===== config.mk =====
export PLATFORM = sky130hd
export DESIGN_NAME = common_lib_pulse_rr_arbiter
export DESIGN_NICKNAME = d
export VERILOG_FILES = /design/src/rtl/common_lib_pulse_rr_arbiter.sv
export SDC_FILE = /design/constraint.sdc
export NUM_CORES = 1
export LEC_CHECK = 0
export ABC_AREA = 0
export CAP_MARGIN = 20
export CELL_PAD_IN_SITES_DETAIL_PLACEMENT = 1
export CELL_PAD_IN_SITES_GLOBAL_PLACEMENT = 2
export CORE_MARGIN = 1
export CORE_UTILIZATION = 39
export CTS_BUF_LIST = sky130_fd_sc_hd__clkbuf_8
export DETAILED_ROUTE_END_ITERATION = 8
export PLACE_DENSITY = 0.86
export SYNTH_ARGS = -nofsm -noshare
export SYNTH_HDL_FRONTEND = slang
export SYNTH_SLANG_ARGS = --single-unit

===== constraint.sdc =====
create_clock -name clk -period 4.5 [get_ports clk]
set_input_delay 0.9 -clock clk [delete_from_list [all_inputs] [get_ports clk]]
set_output_delay 0.9 -clock clk [all_outputs]
set_load 0.03 [all_outputs]

===== src/rtl/common_lib_pulse_rr_arbiter.sv =====
// common_lib_pulse_rr_arbiter
// Collects one-cycle event pulses from NB_SRC sources into per-source pending
// counters and drains them one event per beat through a single vld/rdy output,
// scheduling sources round-robin. The output register carries the source index.
// An event arriving at a saturated counter is dropped and flagged on error.
module common_lib_pulse_rr_arbiter #(
    parameter int unsigned NB_SRC = 4,
    parameter int unsigned CNT_W  = 4,
    localparam int unsigned ID_W  = (NB_SRC > 1) ? $clog2(NB_SRC) : 1
) (
    input  logic              clk,
    input  logic              s_rst_n,
    input  logic [NB_SRC-1:0] in_pulse,
    output logic              out_vld,
    input  logic              out_rdy,
    output logic [ID_W-1:0]   out_id,
    output logic [NB_SRC-1:0] error
);

    localparam logic [CNT_W-1:0] CNT_MAX  = '1;
    localparam logic [ID_W-1:0]  LAST_RST = ID_W'(NB_SRC - 1);

    if (NB_SRC < 2) begin : g_chk_nb_src
        $fatal(1, "common_lib_pulse_rr_arbiter: NB_SRC must be >= 2");
    end
    if (CNT_W < 1) begin : g_chk_cnt_w
        $fatal(1, "common_lib_pulse_rr_arbiter: CNT_W must be >= 1");
    end

    logic [CNT_W-1:0]  r_cnt [NB_SRC];
    logic              r_vld;
    logic [ID_W-1:0]   r_id;
    logic [ID_W-1:0]   r_last;
    logic [NB_SRC-1:0] r_err;

    logic              w_free;
    logic [NB_SRC-1:0] w_nz;
    logic              w_found_hi;
    logic [ID_W-1:0]   w_sel_hi;
    logic              w_found_lo;
    logic [ID_W-1:0]   w_sel_lo;
    logic              w_found;
    logic [ID_W-1:0]   w_sel;
    logic [NB_SRC-1:0] w_load;

    assign w_free = ~r_vld | out_rdy;

    // Round-robin pick: first non-empty source above r_last, else first from 0.
    // Split into two priority scans so no modulo is needed on the index.
    always_comb begin
        w_nz       = '0;
        w_found_hi = 1'b0;
        w_sel_hi   = '0;
        w_found_lo = 1'b0;
        w_sel_lo   = '0;
        for (int unsigned i = 0; i < NB_SRC; i++) begin
            w_nz[i] = (r_cnt[i] != '0);
        end
        for (int unsigned i = 0; i < NB_SRC; i++) begin
            if (!w_found_hi && w_nz[i] && (ID_W'(i) > r_last)) begin
                w_found_hi = 1'b1;
                w_sel_hi   = ID_W'(i);
            end
            if (!w_found_lo && w_nz[i]) begin
                w_found_lo = 1'b1;
                w_sel_lo   = ID_W'(i);
            end
        end
        w_found = w_found_hi | w_found_lo;
        w_sel   = w_found_hi ? w_sel_hi : w_sel_lo;
    end

    // One-hot load strobe: the selected source moves into the output register.
    always_comb begin
        w_load = '0;
        for (int unsigned i = 0; i < NB_SRC; i++) begin
            w_load[i] = w_free & w_found & (w_sel == ID_W'(i));
        end
    end

    // Pending counters with saturation and one-cycle drop flag per source.
    always_ff @(posedge clk or negedge s_rst_n) begin
        if (!s_rst_n) begin
            for (int unsigned i = 0; i < NB_SRC; i++) begin
                r_cnt[i] <= '0;
            end
            r_err <= '0;
        end else begin
            for (int unsigned i = 0; i < NB_SRC; i++) begin
                r_err[i] <= 1'b0;
                if (in_pulse[i] && !w_load[i]) begin
                    if (r_cnt[i] == CNT_MAX) begin
                        r_err[i] <= 1'b1;
                    end else begin
                        r_cnt[i] <= r_cnt[i] + 1'b1;
                    end
                end else if (!in_pulse[i] && w_load[i]) begin
                    r_cnt[i] <= r_cnt[i] - 1'b1;
                end
            end
        end
    end

    // Output register and round-robin pointer; updated only when free.
    always_ff @(posedge clk or negedge s_rst_n) begin
        if (!s_rst_n) begin
            r_vld  <= 1'b0;
            r_id   <= '0;
            r_last <= LAST_RST;
        end else if (w_free) begin
            if (w_found) begin
                r_vld  <= 1'b1;
                r_id   <= w_sel;
                r_last <= w_sel;
            end else begin
                r_vld  <= 1'b0;
            end
        end
    end

    assign out_vld = r_vld;
    assign out_id  = r_id;
    assign error   = r_err;

endmodule

==> metrics.cfg, run 1 <==
[worst_hold_path]
whs_path_depth=1
min-delay-start=out_id[1]$_DFFE_PN0P_
hold_end=out_id[1]$_DFFE_PN0P_
hp-class=flip-flop to flip-flop

[cts]
hold_buffers=0
clkSinkCount=25
numCtsBuffers=3
clock_path_buffers=2
clkTransAtPathRegs_ns=0.10
cts_root_buf=clkbuf_8
htreeDepth=1
cts_tree=built
clk_latency_ns=0.28
post_cts_buffers=0
cts_resized=0

[die]
coreArea_um2=4350
pin_count=14
fp.dieW_um=69.4
die_area_um2=4820
fp.dieH_um=69.4
rows=24
initial_utilization_pct=40.7

[power]
leakage_nw=0.862
switching_share_pct=45.1
peakVddDrop_mv=0.249
p_seq_share_pct=35.4
clkPwrFrac_pct=10.4
switchingPower_mw=0.627
p_total_mw=1.39
p_comb_share_pct=54.2
internal-power_mw=0.762
power_density_nw_per_um2=695

[finish]
most-common-layout-cells=23 x dfrtp_1, 13 x clkdlybuf4s50_1, 12 x nand2_1
drive_gt1_share_pct=12.7
fill_cells=483
final_area_um2=2000
diodes=0
area_growth_pct=12.9
layout_commonest_cell=dfrtp_1
nets=201

[timing]
worst_slack_ns=0.782
finalMaxSlewViolations=0
maxSlewHeadroom_pct=55.4
period_minus_slack_ns=3.72
finClkSkew_ns=0.00458
setup_viol=0
rsz0062_at_grt=false
final.setup.tns_ns=0
post-route-period-util_pct=82.6
finalHoldViolations=0
tightest_slew_ns=0.667
max_freq_ghz=0.269

[logic_synthesis]
synth_cell_types=47
synth_edf_count=0
synthCells=169
synth_nets=188
synth_seq_area_share_pct=35.5
syn_area_per_cell_um2=10.5
yosys_warnings=0
synth-async-reset-ratio_pct=100
synth-seq-cells=25
synthFlopType=dfrtp_1
synthesis.area_um2=1770

[grt]
grt_max_degree=23
antenna_found_initial=0
grt_pass1_wl_um=6900
grt_pass1_vias=1442
gr-total-overflow=0
grt.total_usage_pct=17.8

[critical_path]
critical_path.max_stage_delay_ns=0.55
crit_top_cell=a21o_1
cp_max_fo=6
rrSetupSlack_ns=0.78
slowest_stage=nor4_4
critPathArrivalTime_ns=3.93
worst-r2r-cell-count=11
crit_chain=nor4_2 -> or3_1 -> o311ai_2 -> nor4_4 -> nand2b_1 -> ha_1 -> a21o_1 -> a21o_1 -> or2_2 -> mux2_2 -> mux2i_1
worstReg2RegEnd=r_cnt[7]$_DFFE_PN0P_
r2r-start=r_cnt[8]$_DFFE_PN0P_
required_ns=4.72
crit_type=flip-flop to flip-flop
cp-start-kind=flip-flop
crit_path_end_kind=flip-flop

[routing]
viasPerCell=5.81
antenna_left=0
vias=1354
drt_iter0_drc=25
wl_per_cell_um=16.4
first_pass_iters=4
wirelength_um=3820
drcViolationCount=0

[outcome]
status=completed

[place]
hpwlAfterDp_um=2960
port_buffers=13
finalWeightedCongestion=0.865
post_dp_cell_area_um2=1940
post-place-ws_ns=0.578

[job]
cap_violations=0

-- cell usage after synthesis (3+ instances only) --
cell	n	area share, %
or3_1	3	1.1
nand3_1	6	1.7
mux2i_1	9	5.1
fa_1	4	4.5
dfrtp_1	23	32
ha_1	8	5.6
inv_1	6	1.3
mux2_2	4	2.5
nor2_1	6	1.3
xor2_1	5	2.5
nand2_1	12	2.5
clkbuf_1	4	0.85
xnor2_1	4	2.0
nand4_1	5	1.8
or4_1	5	2.1
a21o_1	11	4.7
nor3_1	8	2.3
a21oi_1	6	1.7
-- power groups by stage --
stage                     sequential [mW]  clock, mW  combinational (mW)
after floorplan                     0.473          0               0.594
after global placement              0.488          0               0.707
after detailed placement            0.498          0               0.762
after CTS                           0.494      0.152               0.765
after global routing                0.517      0.161               0.851
final                               0.492      0.145               0.752
-- worst max-delay path, delay by kind of cell (launching register included) --
kind | cells | cell delay (ns)
adder cells (fa/ha/maj) | 1 | 0.27
multiplexers | 2 | 0.39
flip-flops | 1 | 0.48
AO/OA/AOI/OAI | 3 | 0.64
AND/OR/NAND/NOR | 5 | 1.89
-- layer usage --
layer / routed length, um / share of wire, % / global-route usage (%) / vias up
met4: 58 / 1.5 / 6.80 / 0
met5: 0 / 0 / 0 / -
li1: - / - / - / 657
met1: 1710 / 45 / 22.7 / 674
met2: 1940 / 51 / 30.2 / 18
met3: 105 / 2.8 / 2.76 / 5
-- metrics by stage --
step                util (%)  hold WS, ns  std cells
floorplan                  -        0.503        169
global placement        44.5        0.505        228
detailed placement      44.5        0.479        228
CTS                     45.6        0.509        232
global route            45.9        0.547        233
finish                  45.9        0.502        233
-- state kept, by name, indices dropped and copies added (netlist names) --
name	count
error	4
out_id	2
out_vld	1
r_cnt	16
r_last	2
-- final cells by class --
class / count / area (um2) / area share, %
clock inverters: 1 / 7.51 / 0.375
multi-input cells: 130 / 1070 / 53.8
well taps: 52 / 65.1 / 3.25
clock buffers: 3 / 41.3 / 2.07
repair buffers: 16 / 160 / 8.01
flip-flops and latches: 25 / 628 / 31.4
inverters: 6 / 22.5 / 1.13
-- cells by family (layout without fill, tap and decap cells) --
group	Yosys count	in the layout	share of synthesized area [%]
AND/OR/NAND/NOR	59	59	20.1
AO/OA/AOI/OAI	35	35	17.0
flip-flops	25	25	35.5
multiplexers	15	15	8.90
buffers and inverters	14	26	3.88
adder cells (fa/ha/maj)	12	12	10.2
XOR/XNOR	9	9	4.45
-- worst max-delay path by stage --
stage / from / endpoint / cells past startpoint
after floorplan: r_cnt[4]$_DFFE_PN0P_ / r_cnt[7]$_DFFE_PN0P_ / 11
after global placement: out_rdy / r_cnt[7]$_DFFE_PN0P_ / 11
final: r_cnt[8]$_DFFE_PN0P_ / r_cnt[7]$_DFFE_PN0P_ / 11
after global routing: r_cnt[8]$_DFFE_PN0P_ / r_cnt[7]$_DFFE_PN0P_ / 11
after CTS: r_cnt[8]$_DFFE_PN0P_ / r_cnt[7]$_DFFE_PN0P_ / 11
after detailed placement: out_rdy / r_cnt[7]$_DFFE_PN0P_ / 11
No activity file was read; power rests on OpenSTA's default activity.
==> run 2, diff against run 1 <==
--- a/config.mk
+++ b/config.mk
@@ -10,10 +10,10 @@
 export CELL_PAD_IN_SITES_DETAIL_PLACEMENT = 1
 export CELL_PAD_IN_SITES_GLOBAL_PLACEMENT = 2
 export CORE_MARGIN = 1
-export CORE_UTILIZATION = 39
+export CORE_UTILIZATION = 36
 export CTS_BUF_LIST = sky130_fd_sc_hd__clkbuf_8
 export DETAILED_ROUTE_END_ITERATION = 8
-export PLACE_DENSITY = 0.86
+export PLACE_DENSITY = 0.83
 export SYNTH_ARGS = -nofsm -noshare
 export SYNTH_HDL_FRONTEND = slang
 export SYNTH_SLANG_ARGS = --single-unit
==> constraint.sdc (replaced) <==
create_clock -name clk -period 3.2 [get_ports clk]
set_input_delay 0.64 -clock clk [delete_from_list [all_inputs] [get_ports clk]]
set_output_delay 0.64 -clock clk [all_outputs]
set_load 0.03 [all_outputs]
==> run 2 against run 1 <==
Against the previous run: combinational power increased by 94%; count of clock-buffer cells in the layout stayed put; wire length rose by 17%; highest routed layer unchanged.
==> metrics.cfg, run 2 (same netlist as run 1, synthesis figures left out) <==
[finish]
layout_commonest_cell=buf_4
diodes=0  ; unchanged
most-common-layout-cells=26 x buf_4, 22 x dfrtp_1, 13 x clkdlybuf4s50_1
nets=224  ; +11%
regMostFlops=r_cnt
fin_util_pct=48.4  ; +2.5 points
largest_reg_flops=16  ; unchanged
drive_gt1_share_pct=28.9  ; +16 points
area_growth_pct=29.0
fill_cells=524  ; +8.5%

[job]
cap_violations=0  ; unchanged

[place]
port_buffers=13  ; unchanged
hpwlAfterDp_um=3560  ; +20%
finalWeightedCongestion=0.820  ; -5.2%

[timing]
tightest_slew_ns=0.477  ; -0.190 ns
finalHoldViolations=0  ; unchanged
maxSlewHeadroom_pct=68.1  ; +13 points
post-route-period-util_pct=97.5  ; +15 points
finClkSkew_ns=0.00613  ; +0.00155 ns
setup_viol=0  ; unchanged
final.setup.tns_ns=0  ; unchanged
period_minus_slack_ns=3.12  ; -0.596 ns
rsz0062_at_grt=true
finalMaxSlewViolations=0  ; unchanged
max_freq_ghz=0.320  ; +19%

[cts]
clkSinkCount=25  ; unchanged
clock_path_buffers=2  ; unchanged
hold_buffers=0  ; unchanged
numCtsBuffers=3  ; unchanged
clkTransAtPathRegs_ns=0.09  ; about the same
cts_root_buf=clkbuf_8
clk_latency_ns=0.27  ; about the same
htreeDepth=1  ; unchanged
cts_tree=built

[grt]
grt_pass1_wl_um=7710  ; +12%
grt_pass1_vias=1638  ; +14%
antenna_found_initial=0  ; unchanged
gr-total-overflow=0  ; unchanged
grt_max_degree=26  ; +13%
grt.total_usage_pct=18.8  ; +0.98 points

[critical_path]
cpLargestDelayFamily=simple AND/OR/NAND/NOR gates
cp_max_fo=6  ; unchanged
rrSetupSlack_ns=0.08  ; -0.70 ns
slowest_stage=or4_4
required_ns=3.39  ; -1.33 ns
crit_type=flip-flop to flip-flop
critPathArrivalTime_ns=3.31  ; -0.62 ns
crit_top_cell=a21o_1
crit_path_end_kind=flip-flop
crit_chain=or4_4 -> o41ai_4 -> nor4_4 -> nand2b_4 -> ha_4 -> a21o_1 -> a21o_1 -> or2_4 -> mux2_2 -> mux2i_1
critical_path.max_stage_delay_ns=0.62  ; +0.07 ns
crit_buf_inv=0  ; unchanged
cp-start-kind=flip-flop

[die]
fp.dieH_um=72.2  ; +4.0%
fp.dieW_um=72.2  ; +4.0%
die_area_um2=5210  ; +8.1%
coreArea_um2=4720  ; +8.5%
rows=25  ; +4.2%
initial_utilization_pct=37.5  ; -3.2 points
pin_count=14  ; unchanged

[outcome]
status=completed

[routing]
vias=1494  ; +10%
antenna_left=0  ; unchanged
wirelength_um=4470  ; +17%
wl_per_cell_um=16.5  ; +0.62%
drt_iter0_drc=27  ; +8.0%
viasPerCell=5.51  ; -5.1%
first_pass_iters=4  ; unchanged
drcViolationCount=0  ; unchanged

[power]
power_density_nw_per_um2=996  ; +43%
leakage_nw=0.988  ; +15%
peakVddDrop_mv=0.394  ; +58%

[worst_hold_path]
hp-class=flip-flop to flip-flop

==> run 2: timing repair <==
action | in CTS | in global routing
gates resized for setup | 1 | 4
cloned | 0 | 0
setup buffers | 0 | 1
pin swaps | 1 | 3
endpoints found under the setup margin | 2 | 4
==> run 2: path summary, 6_finish.rpt <==
path,start,end,cells after the start
worst max-delay path,r_cnt[14]$_DFFE_PN0P_,r_cnt[7]$_DFFE_PN0P_,10
worst min-delay path,out_id[1]$_DFFE_PN0P_,out_id[1]$_DFFE_PN0P_,1
worst max register to register,r_cnt[14]$_DFFE_PN0P_,r_cnt[7]$_DFFE_PN0P_,10
worst min register to register,out_id[1]$_DFFE_PN0P_,out_id[1]$_DFFE_PN0P_,1
max in group asynchronous,s_rst_n,r_last[1]$_DFFE_PN1P_,2
min in group asynchronous,s_rst_n,r_cnt[9]$_DFFE_PN0P_,2
==> run 2: area by class of cell <==
cell class | count | area [um2] | share of cell area (%)
repair buffers | 39 | 325 | 14.2
multi-input cells | 130 | 1170 | 51.4
well taps | 67 | 83.8 | 3.67
clock buffers | 3 | 41.3 | 1.81
flip-flops and latches | 25 | 629 | 27.5
clock inverters | 1 | 7.51 | 0.329
inverters | 6 | 22.5 | 0.986
==> run 2: report_power, final <==
part | switching (mW) | internal (mW) | total (mW)
combinational | 0.745 | 0.717 | 1.46
clock | 0.111 | 0.0884 | 0.199
sequential | 0.143 | 0.471 | 0.614
==> run 2: metrics by stage <==
| step | std cells | hold WS (ns) | total power [mW] | cell area [um2] | setup WS [ns] |
|---|---|---|---|---|---|
| after floorplan | 169 | 0.344 | 1.56 | 1860 | -0.0558 |
| after global placement | 266 | 0.491 | 1.91 | 2190 | 0.0773 |
| after detailed placement | 266 | 0.494 | 2.05 | 2190 | 0.00921 |
| after CTS | 270 | 0.516 | 2.25 | 2250 | 0.0117 |
| after global routing | 271 | 0.544 | 2.46 | 2280 | -0.0233 |
| final | 271 | 0.506 | 2.28 | 2280 | 0.0785 |
==> run 2: per-layer routing <==
metal | track usage [%] | routed length, um | vias to the layer above
met3 | 2.08 | 57 | 4
li1 | - | - | 709
met2 | 36.2 | 2450 | 11
met4 | 5.23 | 27 | 0
met5 | 0 | 0 | -
met1 | 21.6 | 1930 | 770
